File: src/rtl/burst_ram_pkg.sv
// ============================================================================
//  Module      : burst_ram_pkg
//  Description : Shared constants, arbiter state encoding and defaults for the
//                two-port burst RAM arbiter.
//  Revision    : 1.0 - initial release
// ============================================================================
`default_nettype none

package burst_ram_pkg;

  localparam int BURST_BEATS = 4;
  localparam int BEAT_CNT_W  = $clog2(BURST_BEATS);

  localparam logic CMD_READ  = 1'b0;
  localparam logic CMD_WRITE = 1'b1;

  localparam int DEFAULT_COMMAND_DELAY_INTERVAL = 13;

  typedef enum logic [1:0] {
    ST_IDLE        = 2'd0,
    ST_WRITE_BEATS = 2'd1,
    ST_READ_WAIT   = 2'd2,
    ST_READ_BEATS  = 2'd3
  } arb_state_e;

endpackage

`default_nettype wire

File: src/rtl/burst_ram_port_buffer.sv
// ============================================================================
//  Module      : burst_ram_port_buffer
//  Description : Single-entry command buffer for one client port: captures
//                cmd/addr and the four write beats, tracks pending and busy.
//  Revision    : 1.0 - initial release
// ============================================================================
`default_nettype none

module burst_ram_port_buffer
  import burst_ram_pkg::*;
#(
  parameter int RAM_DEPTH_BITWIDTH = 21
) (
  input  logic                               clk,
  input  logic                               rst_n,
  input  logic                               cmd_en_i,
  input  logic                               cmd_i,
  input  logic [RAM_DEPTH_BITWIDTH-1:0]      addr_i,
  input  logic [63:0]                        wr_data_i,
  input  logic                               done_i,
  output logic                               pending_o,
  output logic                               busy_o,
  output logic                               cmd_o,
  output logic [RAM_DEPTH_BITWIDTH-1:0]      addr_o,
  output logic [BURST_BEATS-1:0][63:0]       beats_o,
  output logic                               violation_o
);

  logic                              busy_q,    busy_d;
  logic                              pending_q, pending_d;
  logic                              collect_q, collect_d;
  logic [BEAT_CNT_W-1:0]             wcnt_q,    wcnt_d;
  logic                              cmd_q,     cmd_d;
  logic [RAM_DEPTH_BITWIDTH-1:0]     addr_q,    addr_d;
  logic [BURST_BEATS-1:0][63:0]      beats_q,   beats_d;
  logic                              w_capture;

  assign w_capture   = cmd_en_i && !busy_q;
  assign violation_o = cmd_en_i && busy_q;

  always_comb begin
    busy_d    = busy_q;
    pending_d = pending_q;
    collect_d = collect_q;
    wcnt_d    = wcnt_q;
    cmd_d     = cmd_q;
    addr_d    = addr_q;
    beats_d   = beats_q;

    if (w_capture) begin
      busy_d = 1'b1;
      cmd_d  = cmd_i;
      addr_d = addr_i;
      if (cmd_i == CMD_WRITE) begin
        beats_d[0] = wr_data_i;
        collect_d  = 1'b1;
        wcnt_d     = BEAT_CNT_W'(1);
      end else begin
        pending_d = 1'b1;
      end
    end else if (collect_q) begin
      // A write only becomes visible to the arbiter once its last beat is held.
      beats_d[wcnt_q] = wr_data_i;
      wcnt_d          = wcnt_q + BEAT_CNT_W'(1);
      if (wcnt_q == BEAT_CNT_W'(BURST_BEATS - 1)) begin
        collect_d = 1'b0;
        pending_d = 1'b1;
      end
    end

    if (done_i) begin
      pending_d = 1'b0;
      busy_d    = 1'b0;
    end
  end

  always_ff @(posedge clk or negedge rst_n) begin
    if (!rst_n) begin
      busy_q    <= 1'b0;
      pending_q <= 1'b0;
      collect_q <= 1'b0;
      wcnt_q    <= '0;
      cmd_q     <= CMD_READ;
      addr_q    <= '0;
      beats_q   <= '0;
    end else begin
      busy_q    <= busy_d;
      pending_q <= pending_d;
      collect_q <= collect_d;
      wcnt_q    <= wcnt_d;
      cmd_q     <= cmd_d;
      addr_q    <= addr_d;
      beats_q   <= beats_d;
    end
  end

  assign pending_o = pending_q;
  assign busy_o    = busy_q;
  assign cmd_o     = cmd_q;
  assign addr_o    = addr_q;
  assign beats_o   = beats_q;

endmodule

`default_nettype wire

File: src/rtl/burst_ram_arbiter.sv
// ============================================================================
//  Module      : burst_ram_arbiter
//  Description : Two-port round-robin arbiter issuing 4-beat bursts to a PSRAM
//                command port with a minimum command spacing.
//  Revision    : 1.0 - initial release
// ============================================================================
`default_nettype none

module burst_ram_arbiter
  import burst_ram_pkg::*;
#(
  parameter int RAM_DEPTH_BITWIDTH     = 21,
  parameter int COMMAND_DELAY_INTERVAL = DEFAULT_COMMAND_DELAY_INTERVAL
) (
  input  logic                          clk,
  input  logic                          rst_n,
  input  logic                          p0_cmd,
  input  logic                          p0_cmd_en,
  input  logic [RAM_DEPTH_BITWIDTH-1:0] p0_addr,
  input  logic [63:0]                   p0_wr_data,
  output logic [63:0]                   p0_rd_data,
  output logic                          p0_rd_data_valid,
  output logic                          p0_busy,
  input  logic                          p1_cmd,
  input  logic                          p1_cmd_en,
  input  logic [RAM_DEPTH_BITWIDTH-1:0] p1_addr,
  input  logic [63:0]                   p1_wr_data,
  output logic [63:0]                   p1_rd_data,
  output logic                          p1_rd_data_valid,
  output logic                          p1_busy,
  output logic                          br_cmd,
  output logic                          br_cmd_en,
  output logic [RAM_DEPTH_BITWIDTH-1:0] br_addr,
  output logic [63:0]                   br_wr_data,
  output logic [7:0]                    br_data_mask,
  input  logic [63:0]                   br_rd_data,
  input  logic                          br_rd_data_valid,
  output logic                          protocol_error
);

  localparam int DLY_W = (COMMAND_DELAY_INTERVAL < 1) ? 1 : $clog2(COMMAND_DELAY_INTERVAL + 1);

  logic [1:0]                    w_cmd_en_in;
  logic [1:0]                    w_cmd_in;
  logic [RAM_DEPTH_BITWIDTH-1:0] w_addr_in [2];
  logic [63:0]                   w_wr_in   [2];

  logic [1:0]                    w_pend;
  logic [1:0]                    w_busy;
  logic [1:0]                    w_cmd;
  logic [1:0]                    w_viol;
  logic [1:0]                    w_done;
  logic [RAM_DEPTH_BITWIDTH-1:0] w_addr  [2];
  logic [BURST_BEATS-1:0][63:0]  w_beats [2];

  arb_state_e             state_q, state_d;
  logic                   owner_q, owner_d;
  logic                   rr_q,    rr_d;
  logic [BEAT_CNT_W-1:0]  beat_q,  beat_d;
  logic [DLY_W-1:0]       dly_q,   dly_d;
  logic                   err_q,   err_d;

  logic w_grant;
  logic w_pick;
  logic w_rd_phase;
  logic w_last_beat;

  assign w_cmd_en_in  = {p1_cmd_en, p0_cmd_en};
  assign w_cmd_in     = {p1_cmd, p0_cmd};
  assign w_addr_in[0] = p0_addr;
  assign w_addr_in[1] = p1_addr;
  assign w_wr_in[0]   = p0_wr_data;
  assign w_wr_in[1]   = p1_wr_data;

  for (genvar gi = 0; gi < 2; gi++) begin : g_port
    burst_ram_port_buffer #(
      .RAM_DEPTH_BITWIDTH (RAM_DEPTH_BITWIDTH)
    ) u_buf (
      .clk         (clk),
      .rst_n       (rst_n),
      .cmd_en_i    (w_cmd_en_in[gi]),
      .cmd_i       (w_cmd_in[gi]),
      .addr_i      (w_addr_in[gi]),
      .wr_data_i   (w_wr_in[gi]),
      .done_i      (w_done[gi]),
      .pending_o   (w_pend[gi]),
      .busy_o      (w_busy[gi]),
      .cmd_o       (w_cmd[gi]),
      .addr_o      (w_addr[gi]),
      .beats_o     (w_beats[gi]),
      .violation_o (w_viol[gi])
    );
  end

  // rr_q remembers the winner of the last tie only; single-port grants leave it alone.
  assign w_grant     = (state_q == ST_IDLE) && (|w_pend) && (dly_q == '0);
  assign w_pick      = (&w_pend) ? ~rr_q : w_pend[1];
  assign w_rd_phase  = (state_q == ST_READ_WAIT) || (state_q == ST_READ_BEATS);
  assign w_last_beat = (beat_q == BEAT_CNT_W'(BURST_BEATS - 1));

  assign br_cmd_en    = w_grant;
  assign br_cmd       = w_grant ? w_cmd[w_pick] : CMD_READ;
  assign br_addr      = w_grant ? w_addr[w_pick] : '0;
  assign br_data_mask = 8'h00;

  always_comb begin
    br_wr_data = '0;
    if (w_grant && (w_cmd[w_pick] == CMD_WRITE)) begin
      br_wr_data = w_beats[w_pick][0];
    end else if (state_q == ST_WRITE_BEATS) begin
      br_wr_data = w_beats[owner_q][beat_q];
    end
  end

  assign p0_rd_data       = br_rd_data;
  assign p1_rd_data       = br_rd_data;
  assign p0_rd_data_valid = br_rd_data_valid && w_rd_phase && (owner_q == 1'b0);
  assign p1_rd_data_valid = br_rd_data_valid && w_rd_phase && (owner_q == 1'b1);
  assign p0_busy          = w_busy[0];
  assign p1_busy          = w_busy[1];
  assign protocol_error   = err_q;

  always_comb begin
    state_d = state_q;
    owner_d = owner_q;
    rr_d    = rr_q;
    beat_d  = beat_q;
    dly_d   = (dly_q != '0) ? dly_q - DLY_W'(1) : dly_q;
    w_done  = 2'b00;

    case (state_q)
      ST_IDLE: begin
        if (w_grant) begin
          owner_d = w_pick;
          dly_d   = DLY_W'(COMMAND_DELAY_INTERVAL);
          if (&w_pend) begin
            rr_d = w_pick;
          end
          if (w_cmd[w_pick] == CMD_WRITE) begin
            beat_d  = BEAT_CNT_W'(1);
            state_d = ST_WRITE_BEATS;
          end else begin
            beat_d  = '0;
            state_d = ST_READ_WAIT;
          end
        end
      end
      ST_WRITE_BEATS: begin
        beat_d = beat_q + BEAT_CNT_W'(1);
        if (w_last_beat) begin
          w_done[owner_q] = 1'b1;
          state_d         = ST_IDLE;
        end
      end
      ST_READ_WAIT: begin
        if (br_rd_data_valid) begin
          beat_d  = BEAT_CNT_W'(1);
          state_d = ST_READ_BEATS;
        end
      end
      ST_READ_BEATS: begin
        if (br_rd_data_valid) begin
          beat_d = beat_q + BEAT_CNT_W'(1);
          if (w_last_beat) begin
            w_done[owner_q] = 1'b1;
            state_d         = ST_IDLE;
          end
        end
      end
      default: state_d = ST_IDLE;
    endcase

    err_d = err_q || (|w_viol) || (br_rd_data_valid && !w_rd_phase);
  end

  always_ff @(posedge clk or negedge rst_n) begin
    if (!rst_n) begin
      state_q <= ST_IDLE;
      owner_q <= 1'b0;
      rr_q    <= 1'b1;
      beat_q  <= '0;
      dly_q   <= '0;
      err_q   <= 1'b0;
    end else begin
      state_q <= state_d;
      owner_q <= owner_d;
      rr_q    <= rr_d;
      beat_q  <= beat_d;
      dly_q   <= dly_d;
      err_q   <= err_d;
    end
  end

endmodule

`default_nettype wire
File: config.mk
export PLATFORM = sky130hd
export DESIGN_NAME = burst_ram_arbiter
export DESIGN_NICKNAME = d
export VERILOG_FILES = /design/src/rtl/burst_ram_pkg.sv /design/src/rtl/burst_ram_port_buffer.sv /design/src/rtl/burst_ram_arbiter.sv
export SDC_FILE = /design/constraint.sdc
export NUM_CORES = 1
export LEC_CHECK = 0
export ABC_CLOCK_PERIOD_IN_PS = 4100
export CAP_MARGIN = 20
export CORE_ASPECT_RATIO = 1.25
export CORE_UTILIZATION = 45
export CTS_CLUSTER_DIAMETER = 30
export DETAILED_ROUTE_END_ITERATION = 16
export PLACE_DENSITY = 0.69
export RECOVER_POWER = 100
export SETUP_SLACK_MARGIN = 0.02
export SYNTH_ARGS = -nofsm -noshare
export SYNTH_HDL_FRONTEND = slang
export SYNTH_SLANG_ARGS = --single-unit
File: constraint.sdc
create_clock -name clk -period 4.1 [get_ports clk]
set_input_delay 0.615 -clock clk [delete_from_list [all_inputs] [get_ports clk]]
set_output_delay 0.615 -clock clk [all_outputs]
set_load 0.01 [all_outputs]
# Yosys cells after proc, flatten, opt, wreduce, memory -nomap -nowiden
# Index checks and enable logic that the tools add are counted.
# W data, S select, Z words.
[totals]
ff_bits = 577
latchBits = 0
mem_bits_rw = 0
romBits = 0
in_bits = 241
output_inout_bits = 228
elab_cells = 179
mem_count = 0
[op_classes]
add_sub_neg = 4
n_mul = 0
n_div = 0
magnitude_cmp = 10
n_eq_ne = 13
shifts = 0
mux = 77
bitwise_logic = 6
n_reduce_logical = 43
[ops]
columns = ["op", "n"]
rows = [
  ["$mux W64", 14],
  ["$mux W256", 3],
  ["$bwmux W256", 2],
  ["$demux W64 S2", 2],
  ["$bmux W64 S2", 1],
  ["$mux W21", 4],
  ["$mux W2", 16],
  ["$mux W1", 28],
  ["$pmux W2 S4", 2],
  ["$logic_and A1 B1 Y1", 14],
  ["$mux W4", 3],
  ["$reduce_and A2 Y1", 6],
  ["$reduce_bool A3 Y1", 4],
  ["$eq A2 B2 Y1 const B", 5],
  ["$ne A2 B2 Y1 const B", 5],
  ["$lt A2 B3 Y1 const B", 3],
  ["$reduce_and A3 Y1", 3],
  ["$reduce_bool A2 Y1", 4],
  ["$add A2 B1 Y2 const B", 3],
  ["$ne A3 B3 Y1 const B", 2],
  ["$ge A2 B1 Y1 const B", 2],
  ["$ge A2 B2 Y1 const B", 2],
  ["$logic_not A4 Y1", 1],
  ["$lt A1 B2 Y1 const B", 2],
  ["13 further kinds", 22],
]

# Depth between registers and ports, before layout
# Gate-level depths: netlist of the first run.
[depth]
depth_word = 9
depth_mapped = 8
ltp_nobuf = 7

# Modules after synthesis
# Synthesis of the first run repeated with hierarchy kept, for this count alone.
[hier_totals]
hier_cells = 2181
hier_area_um2 = 29076.6
[by_module_without_submodules]
columns = ["module", "instances", "cells_each", "area_per_inst_um2", "seq_area_each_um2"]
rows = [
  ["burst_ram_port_buffer", 2, 659, 11080.6, 7081.8],
  ["burst_ram_arbiter", 1, 863, 6915.4, 276.5],
]

# Worst setup path after synthesis of the first run
# Ideal clock, no wire load.
[synth_timing]
path_type = "register to output"
from = "reg dly_q[0]"
to = "out br_wr_data[10]"
arrival_time_ns = 2.252
path_slack_ns = 1.233
stages_incl_launch_ff = 9
path_cell_list = "dfrtp_1 inv_1 ha_1 or3b_4 or4_4 buf_6 nor2_8 buf_2 a221o_1"
[synth_between]
elab_chain_cells = 4
[synth_lines]
columns = ["item", "line", "text"]
rows = [
  ["start: declaration", "burst_ram_arbiter.sv:60", "logic [DLY_W-1:0] dly_q, dly_d;"],
  ["start signal: assignment", "burst_ram_arbiter.sv:189", "dly_q <= dly_d;"],
  ["$logic_not A4 Y1", "burst_ram_arbiter.sv:96", "assign w_grant = (state_q == ST_IDLE) && (|w_pend) && (dly_q == '0);"],
  ["$logic_and A1 B1 Y1", "burst_ram_arbiter.sv:96", ""],
  ["$logic_and A1 B1 Y1", "burst_ram_arbiter.sv:108", "if (w_grant && (w_cmd[w_pick] == CMD_WRITE)) begin"],
  ["$mux W64", "burst_ram_arbiter.sv:108", ""],
  ["end: declaration", "burst_ram_arbiter.sv:34", "output logic [63:0] br_wr_data,"],
]
# No other way between the ends.

# Final worst setup path of the first run
[layout_timing]
from = "reg dly_q[1]"
to = "out br_wr_data[52]"
# The elaborated chain is that of the path after synthesis.

==> key figures, run 1 <==
Synth
  – Compound-Gate Fraction of Synth Area: 7.550%
  – Largest family of logic cells by synthesized area: multiplexers
  – Post-synth ARST share: between 90% and 100%
  – Proportion of synthesized area in mux cells: 31.17%
  – Synth Area in XOR/XNOR: 0.06337%
  – Synth Flop Type: dfrtp_1
  – Synth Area per Inst: 13.34 um^2
  – Yosys warns: 0
  – Synth area leaders: dfrtp_1, mux2_2, mux2i_1
  – Synth Instances: 2072
  – Synth top area share: a little over half
  – Post-Synth Adder-Cell Area: 0.4526%
  – Seq/Total Area, Yosys: 52.24%
  – Post-synth EDFFs: 0
  – Cell taking the most area after synthesis: dfrtp_1
  – Synth unique cells: 50
  – Mapped Area: 0.02764 mm^2
  – Synth Area in Simple Gates: 2.494%
  – Synthesized flop and latch total: 577

Cells and area
  – Non-filler instance count after layout: 3195
  – Post-layout util: approximately 57%
  – Area grow syn2layout: 25.94%
  – Layout net count: 2515
  – Commonest non-fill, non-tap cell in the layout: dfrtp_1
  – Fin area: roughly 0.035 mm^2
  – Layout cell share with drive strength beyond 1: 33.87%
  – Commonest cells after routing, fill and taps aside: dfrtp_1, mux2_2, mux2i_1, clkdlybuf4s50_1, nand2_1

GRT
  – Global Route Usage Sum: ~27%
  – Vias in the first global route: 20020
  – Largest net degree at the start of global routing: 100
  – First-pass GRT wire length: 127100 um
  – Initial antenna violation count: 15
  – Grt total ovfl: 0

Floorplanning
  – Die Y: about 280 um
  – Core area: between 0.06 and 0.07 mm^2
  – Die Footprint: 0.06243 mm^2
  – Rows: 101
  – Initial core utilization: 45.48%
  – # IOs: 469
  – Die W: approximately 220 um

Placed design
  – Final GP Congestion: roughly 0.88
  – Dpl hpwl: 54230 um
  – PortBufs: approximately 270
  – Placement Cell Area: 0.03053 mm^2
  – DP Worst Slack: 476.4 ps
  – Post-Place Cells: around 3000

Min path
  – Hold Path Class: reg -> reg
  – Worst Hold End: g_port[1].u_buf.addr_o[7]
  – Hold depth: 2
  – Worst hold start: g_port[1].u_buf.addr_o[7]

Drt
  – Drc violations: 0
  – Routed WL: 85300 um
  – Via count: 18240
  – DRT iter0 DRCs: 961
  – Vias per inst: 5.708
  – Drt pass-1 iters: 5
  – DR WL/cell: 26.70 um
  – Routed Antenna Nets: 0

STA
  – Final setup violation count: 0
  – Setup TNS: 0 ps
  – Setup slack after layout: 112.5 ps
  – Minimum clock period: 3987 ps
  – FMAX: 250.8 MHz
  – Hold Vio Cnt, Final: 0
  – Clk_skew: approximately 23 ps
  – Slew margin rel.: -69.93%
  – RSZ-0062 raised after global routing: no
  – Slew @ Worst Pin: 2549 ps
  – Period utilization: 97.26%
  – Max Slew Vio Count: 285

Clock network
  – Clock-pin slew on the worst setup and hold paths: ~50 ps
  – CTS Buffer Depth: 3
  – Clock Tree Root: clkbuf_16
  – CTS tree: built
  – TritonCTS buffer count: ~110
  – H-tree depth: 3
  – Clock latency on the worst-skew pair: approximately 670 ps
  – CTS sink cnt: approximately 580

Worst setup path
  – WP data required: between 3000 and 4000 ps
  – Reg-to-Reg Start: g_port[1].u_buf.busy_o
  – Setup CP Type: reg -> out
  – R2R depth: 6
  – CP arrival: 3370 ps
  – Slowest CP cell: or4_4
  – RR Endpoint: g_port[1].u_buf.beats_o[134]
  – Crit path capture type: output pin
  – Reg2Reg Setup Slack: about 360 ps
  – CP delay by family, top: simple AND/OR/NAND/NOR gates
  – Critical Path Max Stage Delay: around 510 ps
  – Crit-path cells: inv_1 -> ha_1 -> or3b_4 -> or4_4 -> nor2_8 -> buf_12 -> buf_4 -> bufbuf_16 -> a221o_1 -> clkdlybuf4s15_1
  – CP bufs+invs: 5
  – Worst-path fanout max: 7
  – Startpoint types: register

Power and ir drop
  – Leakage: around 16 nW
  – Max VDD drop: 493.3 uV
  – Pwr/cell area: ~850 mW/mm^2

Outcome
  – Status: finished, violations left
  – Violated checks: capacitance limit, slew limit

Flow run
  – Max_cap viols: 8
==> metal layers <==
layer / vias up / global-route usage [%] / share of wire (%)
li1: 7950 / - / -
met1: 9428 / 29.54 / 36
met2: 601 / 47.47 / 51
met3: 249 / 8.545 / 8.1
met4: 8 / 15.93 / 5.1
met5: - / 0 / 0.061
==> synthesized netlist by cell type (3+ instances only) <==
cell	number
mux2i_1	260
inv_1	9
ha_1	10
nor3_1	3
clkbuf_1	58
o22a_1	65
mux2_1	10
a221o_1	65
buf_4	136
dfrtp_1	576
nor2_1	10
mux2_2	524
buf_1	18
buf_2	62
nand2_1	123
nor2b_1	6
a21oi_1	32
o21ai_0	4
o221ai_1	64
==> state kept, by name (all words and copies together), names as in the netlist <==
signal                  cells
g_port.u_buf.beats_o      512
g_port.u_buf.addr_o        42
dly_q                       4
g_port.u_buf.wcnt_q         4
beat_q                      2
g_port.u_buf.busy_o         2
g_port.u_buf.cmd_o          2
g_port.u_buf.collect_q      2
g_port.u_buf.pending_o      2
state_q                     2
owner_q                     1
protocol_error              1
rr_q                        1
==> through the flow <==
step | hold slack, ps | power (mW)
floorplan | 319.4 | 16.36
global placement | 460.9 | 19.40
detailed placement | 466.5 | 19.77
CTS | 468.1 | 29.87
global route | 487.0 | 31.03
finish | 477.0 | 29.55
==> worst max path at each step <==
stage | start | end | slack, ps | cells past startpoint
floorplan | dly_q[0] | br_wr_data[10] | 1230 | 8
global placement | dly_q[0] | br_wr_data[63] | 520 | 8
detailed placement | dly_q[0] | br_wr_data[63] | 480 | 8
CTS | dly_q[1] | br_wr_data[31] | 20 | 9
global route | dly_q[1] | br_wr_data[55] | 10 | 11
finish | dly_q[1] | br_wr_data[52] | 110 | 10
==> layout make-up <==
cell class,instances,area (um^2)
Clock buffer,144,3198
Inverter,10,37.54
Multi-Input combinational cell,1218,11620
Tap cell,824,1031
Clock inverter,70,1057
Sequential cell,577,14450
Fill cell,4877,25970
Timing Repair Buffer,343,3401
Antenna cell,9,22.52
==> tightest hold or removal path: cells and delay by family, from the launching register on <==
family	cells	cell delay [ps]
flip-flops	1	340
AND/OR/NAND/NOR	2	110
==> logic make-up (layout without fill, tap and decap cells) <==
kind of cell | count (synthesis) | in the layout
muxes | 794 | 794
DFF | 577 | 577
buffers and inverters | 285 | 567
AOI/OAI and AO/OA | 245 | 245
and+or+nand+nor | 158 | 159
adders and majority gates | 10 | 10
xor gates and xnor gates | 2 | 2
other | 1 | 17
==> what timing repair did <==
item | CTS | global route
setup endpoints to repair | 67 | 15
cloned | 6 | 0
buffers inserted | 9 | 3
pin swaps | 4 | 1
hold buffers | 1 | 0
gates resized for setup | 58 | 29
endpoints found under the hold margin | 38 | 0
==> power breakdown <==
part / internal, mW / total, mW / switching [mW]
sequential: 8.42 / 10.2 / 1.74
clock: 6.96 / 10.1 / 3.14
combinational: 5.03 / 9.29 / 4.27
Power figures use the tool's default switching activity.
==> run 2, diff against run 1 <==
--- a/config.mk
+++ b/config.mk
@@ -11,6 +11,7 @@
 export CORE_UTILIZATION = 45
 export CTS_CLUSTER_DIAMETER = 30
 export DETAILED_ROUTE_END_ITERATION = 16
+export GPL_TIMING_DRIVEN = 0
 export PLACE_DENSITY = 0.69
 export RECOVER_POWER = 100
 export SETUP_SLACK_MARGIN = 0.02
==> run 2 against run 1 <==
Net effect: clock-buffer cell count up 5; hold slack lost 450 ps; design area up 5.8%; largest cell class unchanged; critical path depth down 2; non-clock buffer count grew 336; maximum frequency is 2.9% lower; combinational power rose by 5.3%; utilization up 3.3 points; clock power down 5%; the flow finishes with violations (capacitance limit, slew limit, setup timing).
==> key figures, run 2 (synthesized netlist as in run 1, its figures left out) <==
Clock network
  – TritonCTS buffer count: 113 (-0.88%)
  – Clock latency on the worst-skew pair: 640 ps (-30 ps)
  – CTS tree: built
  – CTS Buffer Depth: 3 (unchanged)
  – Clock Tree Root: clkbuf_16
  – CTS sink cnt: 577 (unchanged)
  – Clock-pin slew on the worst setup and hold paths: 50 ps (about the same)
  – H-tree depth: 3 (unchanged)
  – CTS Hold Buffers Added: 0 (-1)

Worst setup path
  – Crit-path cells: dlygate4sd3_1 -> nor2b_1 -> clkbuf_1 -> nor2b_1 -> clkbuf_1 -> a22oi_1 -> buf_2 -> mux2_2
  – CP bufs+invs: 4 (-1)
  – Slowest CP cell: a22oi_1
  – Reg2Reg Setup Slack: 170 ps (-190 ps)
  – Crit path capture type: register
  – R2R depth: 7 (+1)
  – Worst-path fanout max: 10 (+3)
  – WP data required: 4620 ps (+1140 ps)
  – CP delay by family, top: buffers and inverters
  – Startpoint types: input port
  – Setup CP Type: in -> reg
  – CP arrival: 4630 ps (+1260 ps)
  – RR Endpoint: g_port[0].u_buf.beats_o[50]
  – Critical Path Max Stage Delay: 1460 ps (+950 ps)
  – Reg-to-Reg Start: g_port[0].u_buf.busy_o

STA
  – Setup slack after layout: -5.034 ps (-117.6 ps)
  – Clk_skew: 17.71 ps (-5.549 ps)
  – Final setup violation count: 4 (+4)
  – RSZ-0062 raised after global routing: no
  – Max Slew Vio Count: 126 (-56%)
  – Slew margin rel.: -31.83% (+38 points)
  – Slew @ Worst Pin: 1977 ps (-571.5 ps)
  – Hold Vio Cnt, Final: 0 (unchanged)
  – Minimum clock period: 4105 ps (+117.6 ps)
  – Period utilization: 100.1% (+2.9 points)
  – WHS: 29.75 ps (-447.2 ps)
  – FMAX: 243.6 MHz (-2.9%)

Floorplanning
  – Core area: 0.06078 mm^2 (unchanged)
  – Die W: 223.7 um (unchanged)
  – Rows: 101 (unchanged)
  – # IOs: 469 (unchanged)
  – Initial core utilization: 45.48% (unchanged)
  – Die Y: 279.1 um (unchanged)
  – Die Footprint: 0.06243 mm^2 (unchanged)

Placed design
  – PortBufs: 396 (+48%)
  – Dpl hpwl: 60080 um (+11%)
  – Final GP Congestion: 0.8846 (+0.60%)

Cells and area
  – Layout cell share with drive strength beyond 1: 34.27% (+0.40 points)
  – Commonest cells after routing, fill and taps aside: dfrtp_1, mux2_2, mux2i_1, clkdlybuf4s50_1, buf_4
  – Layout net count: 2849 (+13%)
  – Commonest non-fill, non-tap cell in the layout: dfrtp_1
  – Max FFs per register: 512 (unchanged)
  – Area grow syn2layout: 33.22%

Drt
  – Via count: 19730 (+8.2%)
  – DR WL/cell: 24.91 um (-6.7%)
  – Routed Antenna Nets: 0 (unchanged)
  – Vias per inst: 5.594 (-2.0%)
  – Drt pass-1 iters: 5 (unchanged)
  – DRT iter0 DRCs: 1169 (+22%)
  – Routed WL: 87880 um (+3.0%)
  – Drc violations: 0 (unchanged)

Power and ir drop
  – NetSw: 9.263 mW (+1.3%)
  – Leakage: 16.62 nW (+5.7%)
  – Tot Pwr: 29.39 mW (-0.56%)
  – Switching share of power: 31.52% (+0.57 points)
  – Clock Power Share: 32.7% (-1.5 points)
  – Combinational share of power: 33.3% (+1.8 points)
  – Reg power frac: 34.0% (-0.4 points)
  – Pwr/cell area: 797.9 mW/mm^2 (-6.0%)
  – Internal power: 20.12 mW (-1.4%)
  – Max VDD drop: 551.4 uV (+12%)

Outcome
  – Status: finished, violations left
  – Violated checks: capacitance limit, slew limit, setup timing

GRT
  – Vias in the first global route: 21280 (+6.3%)
  – Global Route Usage Sum: 28.26% (+0.79 points)
  – Grt total ovfl: 0 (unchanged)
  – Largest net degree at the start of global routing: 122 (+22%)
  – First-pass GRT wire length: 131300 um (+3.3%)
  – Initial antenna violation count: 19 (+4)

Flow run
  – Max_cap viols: 2 (-6)

Min path
  – Hold Path Class: in -> async
## run 2: changes by cell type in the layout (fill, tap and decap cells not counted), sizes merged, moves of 4 or more
cell / delta
buf: +138
dlygate4sd3: +111
clkbuf: +83
dlygate4sd2: +17
clkdlybuf4s50: +7
dlymetal6s2s: -5
dlymetal6s4s: -5
inv: -5
clkdlybuf4s25: -4
## run 2: worst register-to-register path, cell delays in order (launching register included)
cell and delay (ps):
dfrtp_1 390, nor2b_1 120, clkbuf_1 560, nor2b_1 120
clkbuf_1 190, a22oi_1 1460, buf_2 590, mux2_2 390
## run 2: worst max-delay path by stage
stage,start,endpoint,slack (ps),cells past startpoint
floorplan,dly_q[0],br_wr_data[10],1230,8
global placement,rst_n,g_port[0].u_buf.beats_o[55],-22630,1
detailed placement,dly_q[0],br_wr_data[3],-380,8
CTS,dly_q[1],br_wr_data[3],30,10
global route,p0_cmd_en,g_port[0].u_buf.beats_o[27],20,8
finish,p0_cmd_en,g_port[0].u_buf.beats_o[50],-5,8
## run 2: layout make-up
cell class                 count  area [um^2]
fill                        4807        23960
sequential                   577        14440
multi-input combinational   1217        11590
timing repair buffer         406         3983
clock buffer                 149         3134
buffer                       273         1703
tap                          824         1031
clock inverter                61        882.1
inverter                      10        37.54
antenna                       11        27.53
## run 2: through the flow
step | util (%) | setup slack, ps | instances | cell area (um^2) | TNS [ps]
2_1_floorplan | - | 1233 | 2079 | 27670 | 0
3_3_place_gp | 53.74 | -22630 | 3299 | 32670 | -
3_5_place_dp | 53.93 | -382.2 | 3303 | 32780 | -12290
4_1_cts | 60.80 | 30.22 | 3517 | 36960 | 0
5_1_grt | 60.58 | 17.48 | 3527 | 36830 | 0
6_report | 60.59 | -5.034 | 3528 | 36830 | -12.67
## run 2: repair_timing
item | 4_1_cts | 5_1_grt
setup buffers | 6 | 0
endpoints found under the setup margin | 84 | 35
pin swaps | 13 | 3
gates resized for setup | 144 | 26
## run 2: metal layers
| layer | vias up | track usage, % | share of wire [%] |
|---|---|---|---|
| li1 | 8623 | - | - |
| met5 | - | 0 | 0.11 |
| met4 | 16 | 13.84 | 4.2 |
| met1 | 10110 | 32.45 | 38 |
| met2 | 798 | 49.67 | 51 |
| met3 | 190 | 6.114 | 6.8 |
## run 2: power by group through the flow
stage	sequential, mW	combinational, mW	clock, mW
final	10.0	9.78	9.61
after global routing	10.3	10.5	10.0
after floorplan	9.53	6.82	0
after global placement	9.87	9.88	0
after detailed placement	9.99	10.1	0
after CTS	9.96	9.92	9.72
==> run 3, diff against run 2 <==
--- a/config.mk
+++ b/config.mk
@@ -8,8 +8,10 @@
 export ABC_CLOCK_PERIOD_IN_PS = 4100
 export CAP_MARGIN = 20
 export CORE_ASPECT_RATIO = 1.25
+export CORE_MARGIN = 2
 export CORE_UTILIZATION = 45
 export CTS_CLUSTER_DIAMETER = 30
+export CTS_CLUSTER_SIZE = 28
 export DETAILED_ROUTE_END_ITERATION = 16
 export GPL_TIMING_DRIVEN = 0
 export PLACE_DENSITY = 0.69
==> run 3 against run 2 <==
Net effect: the run ends with capacitance limit, slew limit left; die area up 1.6%; power down 0.57%; critical endpoint is now br_wr_data[63]; critical path depth up 2; via count up 0.23%; highest routed layer unchanged; clock-buffer cell count down 5; clock power down 2.5%; register-to-register slack better by 380 ps; final cell count up 0.14%; first-iteration DRC count down 9.6%.
==> key figures, run 3 (synthesized netlist as in run 1, its figures left out) <==
Clock network
  – CTS Buffer Depth: 3 (unchanged)
  – Clock-pin slew on the worst setup and hold paths: 50 ps (about the same)
  – Clock latency on the worst-skew pair: 650 ps (about the same)
  – Clock Tree Root: clkbuf_16
  – TritonCTS buffer count: 110 (-2.7%)
  – CTS sink cnt: 577 (unchanged)
  – CTS tree: built
  – H-tree depth: 3 (unchanged)

Power and ir drop
  – Pwr/cell area: 793.9 mW/mm^2 (-0.50%)
  – Leakage: 16.56 nW (-0.31%)
  – Max VDD drop: 400.7 uV (-27%)

Cells and area
  – Layout cell share with drive strength beyond 1: 34.15% (-0.12 points)
  – Max FFs per register: 512 (unchanged)
  – Filler instances: 4846 (+0.81%)
  – Commonest non-fill, non-tap cell in the layout: dfrtp_1
  – Layout net count: 2851 (+0.070%)
  – Post-layout util: 60.55% (about the same)
  – Commonest cells after routing, fill and taps aside: dfrtp_1, mux2_2, mux2i_1, clkdlybuf4s50_1, buf_4
  – Area grow syn2layout: 33.13% (about the same)
  – Fin area: 0.03680 mm^2 (about the same)

GRT
  – Global Route Usage Sum: 28.09% (-0.17 points)
  – Grt total ovfl: 0 (unchanged)
  – Vias in the first global route: 21080 (-0.94%)
  – Initial antenna violation count: 23 (+4)
  – Largest net degree at the start of global routing: 127 (+4.1%)
  – First-pass GRT wire length: 131400 um (about the same)

STA
  – Clk_skew: 15.60 ps (-2.110 ps)
  – Hold Vio Cnt, Final: 0 (unchanged)
  – Minimum clock period: 4019 ps (-86.52 ps)
  – Final setup violation count: 0 (-4)
  – Slew @ Worst Pin: 1645 ps (-332.6 ps)
  – RSZ-0062 raised after global routing: no
  – Period utilization: 98.01% (-2.1 points)
  – FMAX: 248.8 MHz (+2.2%)
  – Setup slack after layout: 81.49 ps (+86.52 ps)
  – Slew margin rel.: -9.656% (+22 points)
  – Setup TNS: 0 ps (+12.67 ps)
  – Max Slew Vio Count: 109 (-13%)

Drt
  – Drt pass-1 iters: 5 (unchanged)
  – Routed Antenna Nets: 0 (unchanged)
  – Routed WL: 89330 um (+1.7%)
  – Drc violations: 0 (unchanged)
  – DRT iter0 DRCs: 1057 (-9.6%)
  – Vias per inst: 5.598 (about the same)
  – Via count: 19780 (+0.23%)
  – DR WL/cell: 25.28 um (+1.5%)

Worst setup path
  – Critical Path Max Stage Delay: 520 ps (-940 ps)
  – Setup CP Type: reg -> out
  – WP data required: 3480 ps (-1140 ps)
  – Crit-path cells: inv_2 -> ha_4 -> or3b_4 -> or4_4 -> buf_6 -> nor2_8 -> buf_6 -> buf_4 -> a221o_1 -> dlygate4sd2_1
  – Slowest CP cell: or4_4
  – Crit path capture type: output pin
  – Worst-path fanout max: 10 (unchanged)
  – Startpoint types: register
  – CP bufs+invs: 5 (+1)
  – CP delay by family, top: simple AND/OR/NAND/NOR gates
  – CP most frequent cell: buf_6
  – CP arrival: 3400 ps (-1230 ps)
  – Reg2Reg Setup Slack: 550 ps (+380 ps)

Floorplanning
  – Core area: 0.06078 mm^2 (unchanged)
  – Die Footprint: 0.06344 mm^2 (+1.6%)
  – Die W: 225.7 um (+0.89%)
  – Rows: 101 (unchanged)
  – Initial core utilization: 45.48% (unchanged)
  – # IOs: 469 (unchanged)
  – Die Y: 281.1 um (+0.72%)

Min path
  – Hold Path Class: reg -> reg

Flow run
  – Max_cap viols: 1 (-1)

Placed design
  – Dpl hpwl: 61200 um (+1.9%)
  – Placement Cell Area: 0.03281 mm^2 (about the same)
  – Final GP Congestion: 0.8434 (-4.7%)
  – DP Worst Slack: -403.0 ps (-20.87 ps)
  – PortBufs: 396 (unchanged)

Outcome
  – Violated checks: capacitance limit, slew limit
  – Status: finished, violations left
-- run 3: cell types whose count changed in the layout (fill, tap and decap cells not counted), sizes merged, moves of 3 or more --
cell | before | now
dlygate4sd2 | 60 | 54
inv | 13 | 19
clkdlybuf4s15 | 5 | 9
diode | 11 | 15
dlygate4sd3 | 140 | 144
bufinv | 20 | 17
clkdlybuf4s50 | 182 | 179
-- run 3: power by group --
part | switching [mW] | internal, mW
registers | 1.57 | 8.42
logic | 4.72 | 5.13
clock network | 3.02 | 6.35
-- run 3: final timing paths --
check                                          start                           end  cells past startpoint
max                                         dly_q[1]                br_wr_data[63]                     10
min                        g_port[1].u_buf.addr_o[0]     g_port[1].u_buf.addr_o[0]                      2
max reg2reg                   g_port[0].u_buf.busy_o  g_port[0].u_buf.beats_o[234]                      8
min reg2reg                g_port[1].u_buf.addr_o[0]     g_port[1].u_buf.addr_o[0]                      2
max in group asynchronous                      rst_n   g_port[1].u_buf.beats_o[78]                      4
min in group asynchronous                      rst_n   g_port[0].u_buf.beats_o[46]                      2
-- run 3: area by class of cell --
cell class                      count  area, um^2  area share, %
Timing Repair Buffer              411        4041          10.98
Clock buffer                      144        3085          8.384
Inverter                           10       37.54         0.1020
Clock inverter                     62       833.3          2.264
Multi-Input combinational cell   1217       11600          31.51
Antenna cell                       15       37.54         0.1020
Sequential cell                   577       14440          39.24
Buffer                            273        1698          4.613
Tap cell                          824        1031          2.801
-- run 3: worst register-to-register path, delay by kind of cell, from the launching register on --
| kind | cells | cell delay, ps |
|---|---|---|
| and+or+nand+nor | 3 | 330 |
| buffers and inverters | 4 | 2280 |
| muxes | 1 | 420 |
| DFF | 1 | 390 |
-- run 3: routing by layer --
layer	global-route usage [%]	up-vias	wire length (um)
met5	0	-	96
met4	13.75	16	3778
met3	8.113	200	6732
met2	47.12	740	43790
met1	32.95	10230	34930
li1	-	8589	-
-- run 3: per-stage QoR --
| step | total power [mW] | std cells | hold WS [ps] |
|---|---|---|---|
| floorplan | 16.36 | 2079 | 319.4 |
| global placement | 19.78 | 3299 | 459.4 |
| detailed placement | 20.15 | 3304 | 449.8 |
| CTS | 29.44 | 3518 | 356.2 |
| global route | 30.69 | 3526 | 494.0 |
| finish | 29.22 | 3533 | 476.2 |
-- run 3: timing repair --
action,CTS,global route
resized for setup,157,23
setup buffers,9,0
pin swaps,15,2
endpoints found under the hold margin,18,0
endpoints found under the setup margin,85,24
hold buffers,1,0
